==> src/rtl/fp_addsub_pipe_if.sv <==
// rtl/fp_addsub_pipe_if.sv - operand/result handshake bundle for fp_addsub_pipe
interface fp_addsub_pipe_if #(
   parameter int EXP_W = 8,
   parameter int MAN_W = 23
);
   localparam int W = 1 + EXP_W + MAN_W;

   logic         in_valid;
   logic         in_ready;
   logic [W-1:0] a;
   logic [W-1:0] b;
   logic         sub;
   logic         out_valid;
   logic         out_ready;
   logic [W-1:0] result;
   logic [3:0]   flags;

   modport master (
      output in_valid, a, b, sub, out_ready,
      input  in_ready, out_valid, result, flags
   );

   modport slave (
      input  in_valid, a, b, sub, out_ready,
      output in_ready, out_valid, result, flags
   );
endinterface

==> src/rtl/fp_addsub_pipe.sv <==
// rtl/fp_addsub_pipe.sv - three-stage parametrised FP add/sub, round-to-nearest-even
// S1 unpack/swap/align, S2 add/sub, S3 normalise/round/pack; all stages freeze on stall.
module fp_addsub_pipe #(
   parameter int EXP_W = 8,
   parameter int MAN_W = 23
) (
   input  logic            clk,
   input  logic            rst_n,
   fp_addsub_pipe_if.slave io
);
   localparam int W   = 1 + EXP_W + MAN_W;
   localparam int FW  = MAN_W + 4;
   localparam int XW  = EXP_W + $clog2(FW) + 2;
   localparam int LZW = $clog2(FW + 1);
   localparam int MRW = MAN_W + 2;
   localparam logic [W-1:0] QNAN = {1'b0, {EXP_W{1'b1}}, 1'b1, {(MAN_W-1){1'b0}}};

   logic adv;

   logic             v1_q, v1_d, sp1_q, sp1_d, sx1_q, sx1_d, es1_q, es1_d;
   logic [W-1:0]     spr1_q, spr1_d;
   logic [3:0]       spf1_q, spf1_d;
   logic [EXP_W-1:0] ex1_q, ex1_d;
   logic [FW-1:0]    mx1_q, mx1_d, my1_q, my1_d;

   logic             v2_q, v2_d, sp2_q, sp2_d, sx2_q, sx2_d, es2_q, es2_d;
   logic [W-1:0]     spr2_q, spr2_d;
   logic [3:0]       spf2_q, spf2_d;
   logic [EXP_W-1:0] ex2_q, ex2_d;
   logic [FW:0]      sum2_q, sum2_d;

   logic             out_valid_q, out_valid_d;
   logic [W-1:0]     result_q, result_d;
   logic [3:0]       flags_q, flags_d;

   logic             sa, sb, a_nan, b_nan, a_inf, b_inf, a_big, lost;
   logic [EXP_W-1:0] ea, eb, ey;
   logic [MAN_W-1:0] ma, mb;
   logic [FW-1:0]    my_f;
   logic [31:0]      diff;

   logic [LZW-1:0]   lz;
   logic [FW-1:0]    norm;
   logic [XW-1:0]    ex_n, ex_r;
   logic [MRW-1:0]   mr;
   logic [MAN_W-1:0] man_r;
   logic             inc, inexact, ovf, unf;

   assign adv          = !out_valid_q || io.out_ready;
   assign io.in_ready  = adv;
   assign io.out_valid = out_valid_q;
   assign io.result    = result_q;
   assign io.flags     = flags_q;

   always_comb begin : s1_comb
      sa    = io.a[W-1];
      sb    = io.b[W-1] ^ io.sub;
      ea    = io.a[W-2 -: EXP_W];
      eb    = io.b[W-2 -: EXP_W];
      ma    = io.a[MAN_W-1:0];
      mb    = io.b[MAN_W-1:0];
      a_nan = (&ea) && (ma != '0);
      b_nan = (&eb) && (mb != '0);
      a_inf = (&ea) && (ma == '0);
      b_inf = (&eb) && (mb == '0);
      a_big = io.a[W-2:0] >= io.b[W-2:0];
      v1_d  = io.in_valid;
      sx1_d = a_big ? sa : sb;
      es1_d = sa ^ sb;
      ex1_d = a_big ? ea : eb;
      ey    = a_big ? eb : ea;
      // exp==0 inputs are flushed to zero, so they lose the hidden bit and mantissa
      mx1_d = (ex1_d != '0) ? {1'b1, (a_big ? ma : mb), 3'b000} : '0;
      my_f  = (ey != '0)    ? {1'b1, (a_big ? mb : ma), 3'b000} : '0;
      diff  = 32'(ex1_d) - 32'(ey);
      lost  = 1'b0;
      if (diff >= 32'(FW - 1)) begin
         my1_d = {{(FW-1){1'b0}}, |my_f};
      end else begin
         lost  = |(my_f & ~({FW{1'b1}} << diff));
         my1_d = (my_f >> diff) | {{(FW-1){1'b0}}, lost};
      end
      sp1_d  = a_nan || b_nan || a_inf || b_inf;
      spr1_d = QNAN;
      spf1_d = 4'b0000;
      if (a_nan || b_nan) begin
         spr1_d = QNAN;
      end else if (a_inf && b_inf && (sa != sb)) begin
         spf1_d = 4'b1000;
      end else if (a_inf) begin
         spr1_d = {sa, {EXP_W{1'b1}}, {MAN_W{1'b0}}};
      end else if (b_inf) begin
         spr1_d = {sb, {EXP_W{1'b1}}, {MAN_W{1'b0}}};
      end
   end

   always_comb begin : s2_comb
      v2_d   = v1_q;
      sp2_d  = sp1_q;
      spr2_d = spr1_q;
      spf2_d = spf1_q;
      sx2_d  = sx1_q;
      es2_d  = es1_q;
      ex2_d  = ex1_q;
      sum2_d = es1_q ? ({1'b0, mx1_q} - {1'b0, my1_q}) : ({1'b0, mx1_q} + {1'b0, my1_q});
   end

   always_comb begin : s3_comb
      out_valid_d = v2_q;
      lz = '0;
      for (int i = 0; i < FW; i++) begin
         if (sum2_q[i]) lz = LZW'(FW - 1 - i);
      end
      if (sum2_q[FW]) begin
         norm = {sum2_q[FW:2], |sum2_q[1:0]};
         ex_n = XW'(ex2_q) + XW'(1);
      end else begin
         norm = sum2_q[FW-1:0] << lz;
         ex_n = XW'(ex2_q) - XW'(lz);
      end
      // norm = {hidden, mantissa, guard, round, sticky}
      inc     = norm[2] & (norm[1] | norm[0] | norm[3]);
      mr      = {1'b0, norm[FW-1:3]} + MRW'(inc);
      inexact = |norm[2:0];
      if (mr[MAN_W+1]) begin
         ex_r  = ex_n + XW'(1);
         man_r = mr[MAN_W:1];
      end else begin
         ex_r  = ex_n;
         man_r = mr[MAN_W-1:0];
      end
      ovf = !ex_r[XW-1] && (ex_r >= XW'(2**EXP_W - 1));
      unf = ex_r[XW-1] || (ex_r == '0);
      if (sp2_q) begin
         result_d = spr2_q;
         flags_d  = spf2_q;
      end else if (sum2_q == '0) begin
         result_d = {(es2_q ? 1'b0 : sx2_q), {(W-1){1'b0}}};
         flags_d  = 4'b0000;
      end else if (ovf) begin
         result_d = {sx2_q, {EXP_W{1'b1}}, {MAN_W{1'b0}}};
         flags_d  = 4'b0101;
      end else if (unf) begin
         result_d = {sx2_q, {(W-1){1'b0}}};
         flags_d  = 4'b0011;
      end else begin
         result_d = {sx2_q, ex_r[EXP_W-1:0], man_r};
         flags_d  = {3'b000, inexact};
      end
   end

   always_ff @(posedge clk or negedge rst_n) begin
      if (!rst_n) begin
         v1_q <= 1'b0; sp1_q <= 1'b0; sx1_q <= 1'b0; es1_q <= 1'b0;
         spr1_q <= '0; spf1_q <= '0; ex1_q <= '0; mx1_q <= '0; my1_q <= '0;
         v2_q <= 1'b0; sp2_q <= 1'b0; sx2_q <= 1'b0; es2_q <= 1'b0;
         spr2_q <= '0; spf2_q <= '0; ex2_q <= '0; sum2_q <= '0;
         out_valid_q <= 1'b0; result_q <= '0; flags_q <= '0;
      end else if (adv) begin
         v1_q <= v1_d; sp1_q <= sp1_d; sx1_q <= sx1_d; es1_q <= es1_d;
         spr1_q <= spr1_d; spf1_q <= spf1_d; ex1_q <= ex1_d; mx1_q <= mx1_d; my1_q <= my1_d;
         v2_q <= v2_d; sp2_q <= sp2_d; sx2_q <= sx2_d; es2_q <= es2_d;
         spr2_q <= spr2_d; spf2_q <= spf2_d; ex2_q <= ex2_d; sum2_q <= sum2_d;
         out_valid_q <= out_valid_d; result_q <= result_d; flags_q <= flags_d;
      end
   end
endmodule

==> src/flat_wrapper.sv <==
// flat-port wrapper written by rule: the top's interface ports become plain ports
module fp_addsub_pipe_flat 
#(
   parameter int EXP_W = 8,
   parameter int MAN_W = 23
)
  (clk, rst_n, io_in_valid, io_a, io_b, io_sub, io_out_ready, io_in_ready, io_out_valid, io_result, io_flags);
  fp_addsub_pipe_if #(.EXP_W(EXP_W), .MAN_W(MAN_W)) io_i ();
  input  logic clk;
  input  logic rst_n;
  input wire logic [$bits(io_i.in_valid)-1:0] io_in_valid;
  input wire logic [$bits(io_i.a)-1:0] io_a;
  input wire logic [$bits(io_i.b)-1:0] io_b;
  input wire logic [$bits(io_i.sub)-1:0] io_sub;
  input wire logic [$bits(io_i.out_ready)-1:0] io_out_ready;
  output wire logic [$bits(io_i.in_ready)-1:0] io_in_ready;
  output wire logic [$bits(io_i.out_valid)-1:0] io_out_valid;
  output wire logic [$bits(io_i.result)-1:0] io_result;
  output wire logic [$bits(io_i.flags)-1:0] io_flags;
  assign io_i.in_valid = io_in_valid;
  assign io_i.a = io_a;
  assign io_i.b = io_b;
  assign io_i.sub = io_sub;
  assign io_i.out_ready = io_out_ready;
  assign io_in_ready = io_i.in_ready;
  assign io_out_valid = io_i.out_valid;
  assign io_result = io_i.result;
  assign io_flags = io_i.flags;
  fp_addsub_pipe #(.EXP_W(EXP_W), .MAN_W(MAN_W)) u_core (.clk(clk), .rst_n(rst_n), .io(io_i));
endmodule
==> config.mk <==
export PLATFORM = sky130hd
export DESIGN_NAME = fp_addsub_pipe_flat
export DESIGN_NICKNAME = d
export VERILOG_FILES = /design/src/rtl/fp_addsub_pipe_if.sv /design/src/rtl/fp_addsub_pipe.sv /design/src/flat_wrapper.sv
export SDC_FILE = /design/constraint.sdc
export NUM_CORES = 1
export LEC_CHECK = 0
export CORE_MARGIN = 5
export CORE_UTILIZATION = 40
export CTS_BUF_LIST = sky130_fd_sc_hd__clkbuf_4
export DETAILED_ROUTE_END_ITERATION = 12
export GPL_TIMING_DRIVEN = 1
export MAX_ROUTING_LAYER = met4
export PLACE_DENSITY = 0.59
export SYNTH_ARGS = -nofsm -noshare
export SYNTH_HDL_FRONTEND = slang
export SYNTH_SLANG_ARGS = --single-unit
==> constraint.sdc <==
create_clock -name clk -period 6.1 [get_ports clk]
set_input_delay 1.22 -clock clk [delete_from_list [all_inputs] [get_ports clk]]
set_output_delay 1.22 -clock clk [all_outputs]
set_load 0.02 [all_outputs]
# ---- Word level (Yosys, flattened, before mapping)
# Index checks and enable logic that the tools add are counted.
dict set report word_totals {
  ramBits 0
  input_bits 69
  register_bits 215
  word_cells 125
  latch_bits 0
  mem_bits_ro 0
  mem_count 0
}
dict set report classes {
  n_reduce_logical 28
  n_shift 3
  bitwise 8
  n_addsub 7
  n_mul 0
  n_mux 55
  div_mod_pow 0
  n_eq_ne 1
  n_lt_le_gt_ge 3
}
# operator count
set op_table {}
lappend op_table {{$mux 32} 6}
lappend op_table {{$mux 5} 27}
lappend op_table {{$mux 27} 4}
lappend op_table {{$mux 23} 3}
lappend op_table {{$mux 31} 2}
lappend op_table {{$reduce_or 27->1} 2}
lappend op_table {{$logic_not 23->1} 2}
lappend op_table {{$reduce_bool 23->1} 2}
lappend op_table {{$ge 32x5->1 const B} 1}
lappend op_table {{$shl 27x32->27 const A} 1}
lappend op_table {{$shr 27x32->27} 1}
lappend op_table {{$ge 31x31->1} 1}
lappend op_table {{$mux 15} 2}
lappend op_table {{$add 27x27->28} 1}
lappend op_table {{$logic_not 28->1} 1}
lappend op_table {{$mux 28} 1}
lappend op_table {{$sub 27x27->28} 1}
lappend op_table {{$and 27x27->27} 1}
lappend op_table {{$not 27->27} 1}
lappend op_table {{$or 27x1->27} 1}
lappend op_table {{$shl 27x5->27} 1}
lappend op_table {{$add 24x1->25} 1}
lappend op_table {{$mux 4} 5}
lappend op_table {{$mux 8} 2}
lappend op_table {{other kinds (19)} 35}

# ---- Logic depth before layout (Yosys ltp)
# Gate-level depths: netlist of the first run.
dict set report depth {
  word_depth 40
  ltp_mapped 25
}

# ---- Least setup slack after synthesis of the first run
# Ideal clock, no wire load.
dict set report synth_path {
  kind {input port to flip-flop}
  startpoint {in io_b[25]}
  endpoint {reg u_core.my1_q[0]}
  path_slack_ps -377
  arrival_time_ps 6345
  path_stages 23
  setup_ps 132
  required_time_ps 5968
  path_cell_list {inv_1 -> ha_1 -> clkbuf_1 -> and4_1 -> a21o_1 -> a211o_1 -> or3_1 -> nor2_1 -> buf_1 -> buf_1 -> clkbuf_1 -> a21boi_0 -> ha_1 -> clkbuf_1 -> inv_1 -> clkbuf_1 -> buf_1 -> mux2i_1 -> mux2i_1 -> o21ai_0 -> mux2i_1 -> a22oi_1 -> o21ai_0}
}
dict set report synth_via {
  elab_chain_len 9
  elab_cells_between_ends 16
  classes_between {1 x add/sub; 2 x order compare; 2 x shift; 5 x mux; 3 x bitwise; 3 x reduce/logical}
}
# element line
set synth_rtl {}
lappend synth_rtl {{start: declaration} flat_wrapper.sv:13} ;# input wire logic [$bits(io_i.b)-1:0] io_b;
lappend synth_rtl {{$ge 31x31->1} fp_addsub_pipe.sv:66} ;# a_big = io.a[W-2:0] >= io.b[W-2:0];
lappend synth_rtl {{$mux 8, on equally long branches} {fp_addsub_pipe.sv:70, fp_addsub_pipe.sv:71}}
lappend synth_rtl {{$sub 8x8->9} fp_addsub_pipe.sv:75} ;# diff = 32'(ex1_d) - 32'(ey);
lappend synth_rtl {{$shl 27x32->27} fp_addsub_pipe.sv:80} ;# lost = |(my_f & ~({FW{1'b1}} << diff));
lappend synth_rtl {{$not 27->27} fp_addsub_pipe.sv:80}
lappend synth_rtl {{$and 27x27->27} fp_addsub_pipe.sv:80}
lappend synth_rtl {{$reduce_or 27->1} fp_addsub_pipe.sv:80}
lappend synth_rtl {{$or 27x1->27} fp_addsub_pipe.sv:81} ;# my1_d = (my_f >> diff) | {{(FW-1){1'b0}}, lost};
lappend synth_rtl {{$mux 27 *} fp_addsub_pipe.sv:77} ;# if (diff >= 32'(FW - 1)) begin
lappend synth_rtl {{end signal: assignment} fp_addsub_pipe.sv:155} ;# spr1_q <= '0; spf1_q <= '0; ex1_q <= '0; mx1_q <= '0; my1_q <= '0;
lappend synth_rtl {{end signal: assignment} fp_addsub_pipe.sv:161} ;# spr1_q <= spr1_d; spf1_q <= spf1_d; ex1_q <= ex1_d; mx1_q <= mx1_d; my1_q <= my1_d;
lappend synth_rtl {{end: declaration} fp_addsub_pipe.sv:24} ;# logic [FW-1:0] mx1_q, mx1_d, my1_q, my1_d;
# Every way passes the cells marked *; elsewhere a longest branch is shown, timed or not.
# A chain may end at the register's enable or synchronous reset.

# ---- Worst setup path in the final report of the first run
dict set report layout_path {
  startpoint {reg u_core.sum2_q[9]}
  endpoint {reg u_core.result_q[20], in the netlist u_core.io.result[20]}
}
dict set report layout_via {
  elab_chain_len 31
  elab_cells_between_ends 39
  classes_between {3 x add/sub; 1 x order compare; 1 x shift; 26 x mux; 3 x bitwise; 5 x reduce/logical}
}
# element line
set layout_rtl {}
lappend layout_rtl {{start: declaration} fp_addsub_pipe.sv:30} ;# logic [FW:0] sum2_q, sum2_d;
lappend layout_rtl {{start signal: assignment} fp_addsub_pipe.sv:157} ;# spr2_q <= '0; spf2_q <= '0; ex2_q <= '0; sum2_q <= '0;
lappend layout_rtl {{start signal: assignment} fp_addsub_pipe.sv:163} ;# spr2_q <= spr2_d; spf2_q <= spf2_d; ex2_q <= ex2_d; sum2_q <= sum2_d;
lappend layout_rtl {{parallel branches: the longest is 29 deep, another holds $mux 5} --}
lappend layout_rtl {{$mux 32 *} fp_addsub_pipe.sv:137} ;# end else if (sum2_q == '0) begin
lappend layout_rtl {{$mux 32 *} fp_addsub_pipe.sv:134} ;# if (sp2_q) begin
lappend layout_rtl {{end signal: assignment} fp_addsub_pipe.sv:164} ;# out_valid_q <= out_valid_d; result_q <= result_d; flags_q <= flags_d;
lappend layout_rtl {{end: declaration} fp_addsub_pipe.sv:33} ;# logic [W-1:0] result_q, result_d;
# Every way passes the cells marked *.

==> results.py, run 1 <==
metrics = {
    "run": {
        "max_cap_violations": 0,
    },
    "finish": {
        "nFillCells": 3612,
        "nNetsFinal": 2138,
        "final_area_sq_um": 16800,
        "synthToLayoutAreaGrowth_pct": 15.5,
        "stdcell_count": 2478,
        "drive_above_1_share": 0.107,
        "final_core_util": 0.470,
    },
    "sta": {
        "hold_ws_ns": 0.475,
        "rsz0062_at_grt": "false",
        "finClkSkew_ns": 0.0258,
        "maxSlewViolCount": 0,
        "min_period_ns": 5.72,
        "worst_slew_pin_slew_ns": 0.999,
        "slew_headroom": 0.328,
        "setup_viol": 0,
        "timing.fmax_mhz": 175,
        "final_hold_viol_count": 0,
        "fin_crit_sh": 0.937,
    },
    "critical_path": {
        "start_kind": "flip-flop",
        "endpoint_kind": "flip-flop",
        "arrival_ns": 6.23,
        "cp.required_ns": 6.61,
        "worst-path-max-fanout": 36,
        "path_class": "flip-flop to flip-flop",
    },
    "worst_hold_path": {
        "hold_path.class": "flip-flop to flip-flop",
    },
    "clock_tree": {
        "clk_latency_ns": 0.60,
        "cts_tree": "done",
        "cts-root-buf": "clkbuf_4",
        "clock_path_buffers": 2,
        "cts_sinks": 148,
        "ctsHtreeMaxLevel": 4,
        "cts_buffers": 17,
        "holdBufCountCts": 0,
        "path_clk_slew_ns": 0.15,
    },
    "run_status": {
        "status": "finished, final reports clean",
    },
    "floorplan": {
        "die_area_sq_um": 40200,
        "rows": 69,
        "die_x_microns": 201,
        "start_util": 0.407,
        "core_sq_um": 35700,
        "die_y_microns": 201,
        "io_pins": 107,
    },
    "pwr": {
        "ir_worst_vdd_mv": 0.205,
        "pwr_density_cell_nw_per_um2": 503,
        "leakagePower_nw": 7.20,
        "finalPower_w": 0.00845,
    },
    "placed_design": {
        "portBuffers": 106,
        "dpl_cell_area_sq_um": 16500,
        "hpwl_microns": 39800,
        "post-place-cells": 2444,
        "routabilityCongestion": 0.952,
    },
    "yosys": {
        "syn_avg_cell_area_sq_um": 7.69,
        "ys_types": 95,
        "async_flop_share": 1.00,
        "postSynthNetCount": 2026,
        "synth.yosys.seq_area_share": 0.255,
        "syn_inst": 1891,
        "synth.cell_area_sq_um": 14500,
        "synth_seq_cells": 148,
        "synth_edf_count": 0,
        "synth_top_flop_cell": "dfrtp_1",
        "yosysWarnings": 0,
    },
    "routing": {
        "dr.first_iter.drc_count": 1190,
        "via_per_inst": 6.02,
        "routed_wl_microns": 50700,
        "drtAntennaViolNets": 0,
        "wire_per_inst_microns": 20.5,
        "vias": 14900,
        "dr.pass1.iters": 5,
        "drc": 0,
    },
    "grt": {
        "grt_antenna_before_repair": 2,
        "grt-ovfl-total": 0,
        "grtUsageTotal": 0.252,
        "grt_pass1_wl_microns": 80900,
        "grt_pass1_vias": 14300,
        "grt_max_degree": 76,
    },
}
## metrics by stage
step,TNS (ns),setup slack (ns)
after floorplan,0,0.0579
after global placement,-0.0484,-0.0248
after detailed placement,-0.967,-0.114
after CTS,0,0.485
after global routing,0,0.0358
final,0,0.384
## cell families (layout without fill, tap and decap cells)
logic type                 count (synthesis)  after routing  synth area share
and+or+nand+nor                          726            726             0.241
AOI/OAI and AO/OA                        567            567             0.260
buffers and inverters                    187            312            0.0568
DFF                                      148            148             0.255
muxes                                    110            110            0.0769
xor gates and xnor gates                  87             87            0.0524
adders and majority gates                 66             66            0.0573
other                                      0              1                 0
## flip-flops by register name, indices dropped and copies added (netlist names), 3 cells and up
signal            count
u_core.ex1_q          8
u_core.ex2_q          8
u_core.io.flags       4
u_core.io.result     32
u_core.mx1_q         24
u_core.my1_q         27
u_core.spr1_q         3
u_core.spr2_q         3
u_core.sum2_q        28
## area by class of cell
cell class              instances  area [sq um]  area share
clock buffers                  17           128     0.00760
inverters                      69           264      0.0157
multi-input cells            1556         10100       0.599
well taps                     461           577      0.0343
clock inverters                15           171      0.0102
diodes                          1          2.50    0.000149
repair buffers                211          1890       0.112
flip-flops and latches        148          3700       0.221
## synthesized netlist by cell type, drive strengths merged, types with 7 or more instances
| master | instances | area [sq um] |
|---|---|---|
| o32ai | 7 | 76.3 |
| a31oi | 17 | 106 |
| nor3 | 68 | 345 |
| a22o | 27 | 236 |
| a21o | 15 | 113 |
| o21a | 15 | 113 |
| buf | 51 | 310 |
| nor4 | 32 | 219 |
| xor2 | 29 | 254 |
| and3 | 16 | 100 |
| nor2 | 162 | 623 |
| xnor2 | 58 | 508 |
| dfrtp | 148 | 3700 |
| or4 | 10 | 78.8 |
| clkbuf | 67 | 251 |
| or3 | 19 | 124 |
| nand2 | 269 | 1010 |
| mux2i | 100 | 1000 |
| ha | 65 | 813 |
| nand4 | 26 | 178 |
| a22oi | 8 | 60.1 |
| o221ai | 9 | 78.8 |
| nand3 | 48 | 240 |
| nand2b | 12 | 75.1 |
| a221oi | 9 | 85.1 |
| a211oi | 35 | 268 |
| mux2 | 10 | 113 |
| nor2b | 20 | 133 |
| o22ai | 9 | 56.3 |
| o211ai | 12 | 104 |
| inv | 67 | 256 |
| o21ai | 151 | 838 |
| a21oi | 162 | 818 |
| o211a | 7 | 70.1 |
| a221o | 12 | 120 |
| and2 | 8 | 50.1 |
| o31ai | 20 | 164 |
## cells in the final DEF (no fill, tap or decap), types with 55 or more instances in the layout
cell / n
nand2_1: 266
xnor2_1: 55
dfrtp_1: 148
nor2_1: 157
inv_1: 64
ha_1: 65
buf_4: 102
mux2i_1: 99
nor3_1: 67
a21oi_1: 160
clkdlybuf4s50_1: 105
o21ai_0: 127
## final timing paths
kind	cells after the start	from	end	slack [ns]
worst max-delay path	16	u_core.sum2_q[9]	u_core.io.result[20]	0.38
worst min register to register	2	u_core.out_valid_d	u_core.out_valid_d	0.48
max in group asynchronous	2	rst_n	u_core.ex1_q[2]	4.43
worst max register to register	16	u_core.sum2_q[9]	u_core.io.result[20]	0.38
min in group asynchronous	1	rst_n	u_core.io.result[7]	0.51
worst min-delay path	2	u_core.out_valid_d	u_core.out_valid_d	0.48
## repair_timing
action	in CTS	in global routing
buffers inserted	0	1
endpoints found under the setup margin	0	11
gates resized for setup	0	1
## routing by layer
layer | track usage | vias up | share of wire
met5 | - | - | 0
met4 | 0.0678 | 0 | 0.023
met3 | 0.0271 | 85 | 0.053
met2 | 0.390 | 490 | 0.45
met1 | 0.355 | 7156 | 0.48
li1 | - | 7183 | -
## where the power goes
part           switching, W  internal, W
registers          0.000458      0.00131
clock network      0.000428     0.000221
logic               0.00362      0.00241
total               0.00451      0.00394
## worst max-delay path: stages, from the launching register on
cell     delay (ns)
dfrtp_1        0.58
or4_1          0.55
o211a_1        0.32
nor2_4         0.39
inv_4          0.28
mux2i_1        0.18
mux2_2         0.34
o22ai_1        0.20
nor2_1         0.08
a221o_1        0.36
nor3_1         0.40
nand4_1        0.38
nor2_1         0.68
a31oi_1        0.30
nor4b_4        0.22
buf_12         0.16
a22o_1         0.19
Note: power is estimated with default switching activity, not from simulation.
==> run 2: changes to the inputs <==
--- a/config.mk
+++ b/config.mk
@@ -7,7 +7,7 @@
 export LEC_CHECK = 0
 export CORE_MARGIN = 5
 export CORE_UTILIZATION = 40
-export CTS_BUF_LIST = sky130_fd_sc_hd__clkbuf_4
+export CTS_BUF_LIST = sky130_fd_sc_hd__clkbuf_8
 export DETAILED_ROUTE_END_ITERATION = 12
 export GPL_TIMING_DRIVEN = 1
 export MAX_ROUTING_LAYER = met4
==> run 2 against run 1 <==
Against the previous run: setup slack got worse by 0.0051 ns; total power rose by 1.8%; clock power rose by 22%; largest power group unchanged; largest cell class unchanged; sequential share of layout area fell by 0.14 points.
==> results.py, run 2 (synthesis results as in run 1) <==
metrics = {
    "run_status": {
        "status": "finished, final reports clean",
    },
    "finish": {
        "nFillCells": 3593,
        "stdcell_count": 2477,
        "final_core_util": 0.473,
        "layout_common_cells": "nand2_1, a21oi_1, nor2_1",
        "drive_above_1_share": 0.107,
        "antennaDiodeCount": 0,
        "largest_reg_flops": 32,
        "nNetsFinal": 2138,
        "final_area_sq_um": 16900,
        "synthToLayoutAreaGrowth_pct": 16.3,
        "layout_commonest_cell": "nand2_1",
    },
    "sta": {
        "finClkSkew_ns": 0.0181,
        "fin_crit_sh": 0.938,
        "rsz0062_at_grt": "false",
        "min_period_ns": 5.72,
        "timing.fmax_mhz": 175,
        "maxSlewViolCount": 0,
        "slew_headroom": 0.312,
        "final_hold_viol_count": 0,
        "worst_slew_pin_slew_ns": 1.02,
        "setup_viol": 0,
        "setup-tns-final_ns": 0,
    },
    "grt": {
        "grtUsageTotal": 0.253,
        "grt_max_degree": 76,
        "grt-ovfl-total": 0,
        "grt_antenna_before_repair": 1,
        "grt_pass1_wl_microns": 81100,
        "grt_pass1_vias": 14300,
    },
    "critical_path": {
        "endpoint_kind": "flip-flop",
        "cpPeakStageDelay_ns": 0.68,
        "cp_common_cell": "nor2_1",
        "worstPathCellList": "or4_1 > o211a_1 > nor2_4 > inv_4 > mux2i_1 > mux2_2 > o22ai_1 > nor2_1 > a221o_1 > nor3_1 > nand4_1 > nor2_1 > a31oi_1 > nor4b_4 > buf_12 > a22o_1",
        "start_kind": "flip-flop",
        "slowest_stage": "nor2_1",
        "cp.required_ns": 6.49,
        "critPathBufInv": 2,
        "path_class": "flip-flop to flip-flop",
        "critPathTopFamily": "simple AND/OR/NAND/NOR gates",
        "arrival_ns": 6.11,
        "worst-path-max-fanout": 36,
    },
    "floorplan": {
        "die_area_sq_um": 40200,
        "start_util": 0.407,
        "rows": 69,
        "io_pins": 107,
        "core_sq_um": 35700,
        "die_y_microns": 201,
        "die_x_microns": 201,
    },
    "placed_design": {
        "hpwl_microns": 39800,
        "portBuffers": 106,
        "dpl_cell_area_sq_um": 16500,
        "post-place-cells": 2444,
        "routabilityCongestion": 0.952,
    },
    "pwr": {
        "finalPower_w": 0.00860,
        "ir_worst_vdd_mv": 0.206,
        "pwr_density_cell_nw_per_um2": 509,
        "leakagePower_nw": 7.24,
    },
    "clock_tree": {
        "path_clk_slew_ns": 0.10,
        "ctsHtreeMaxLevel": 4,
        "cts_buffers": 17,
        "clk_latency_ns": 0.49,
        "cts_sinks": 148,
        "clock_path_buffers": 2,
        "cts_tree": "done",
        "cts-root-buf": "clkbuf_8",
        "holdBufCountCts": 0,
    },
    "routing": {
        "routed_wl_microns": 50800,
        "dr.pass1.iters": 5,
        "vias": 14900,
        "dr.first_iter.drc_count": 1194,
        "wire_per_inst_microns": 20.5,
        "drc": 0,
        "via_per_inst": 6.03,
        "drtAntennaViolNets": 0,
    },
    "run": {
        "max_cap_violations": 0,
    },
    "worst_hold_path": {
        "hold_path.class": "flip-flop to flip-flop",
    },
}
[run 2: metal layers]
layer / routed length, microns / global-route usage / vias up
met3: 2480 / 0.0270 / 80
met5: 0 / - / -
met2: 22700 / 0.389 / 486
met4: 1160 / 0.0686 / 0
li1: - / - / 7181
met1: 24500 / 0.357 / 7179
[run 2: worst min-delay path: stages (launching register included)]
cell     delay, ns
dfrtp_1       0.35
nand2_1       0.05
nand2_1       0.05
[run 2: area by class of cell]
type | count | area (sq um) | share of cell area
clock buffers | 17 | 234 | 0.0138
clock inverters | 15 | 171 | 0.0101
inverters | 69 | 264 | 0.0156
multi-input cells | 1556 | 10100 | 0.595
flip-flops and latches | 148 | 3700 | 0.219
well taps | 461 | 577 | 0.0341
repair buffers | 211 | 1890 | 0.112
[run 2: worst paths after layout]
kind,from,slack [ns],cells after the start,endpoint
max in group asynchronous,rst_n,4.29,2,u_core.ex2_q[0]
min in group asynchronous,rst_n,0.63,1,u_core.sum2_q[6]
max,u_core.sum2_q[9],0.38,16,u_core.io.result[20]
max reg2reg,u_core.sum2_q[9],0.38,16,u_core.io.result[20]
min,u_core.out_valid_d,0.47,2,u_core.out_valid_d
min reg2reg,u_core.out_valid_d,0.47,2,u_core.out_valid_d
[run 2: what timing repair did]
| item | CTS | global route |
|---|---|---|
| setup buffers | 0 | 1 |
| resized for setup | 0 | 2 |
| endpoints found under the setup margin | 0 | 20 |
[run 2: where the power goes]
part | total, W | switching (W) | internal, W
Clock | 0.000792 | 0.000452 | 0.000341
Sequential | 0.00177 | 0.000460 | 0.00131
Combinational | 0.00603 | 0.00362 | 0.00241
Total | 0.00860 | 0.00454 | 0.00406
[run 2: metrics by stage]
stage | hold WS, ns | setup slack [ns]
after floorplan | 0.430 | 0.0579
after global placement | 0.444 | -0.0248
after detailed placement | 0.448 | -0.114
after CTS | 0.471 | 0.413
after global routing | 0.489 | 0.00640
final | 0.465 | 0.379
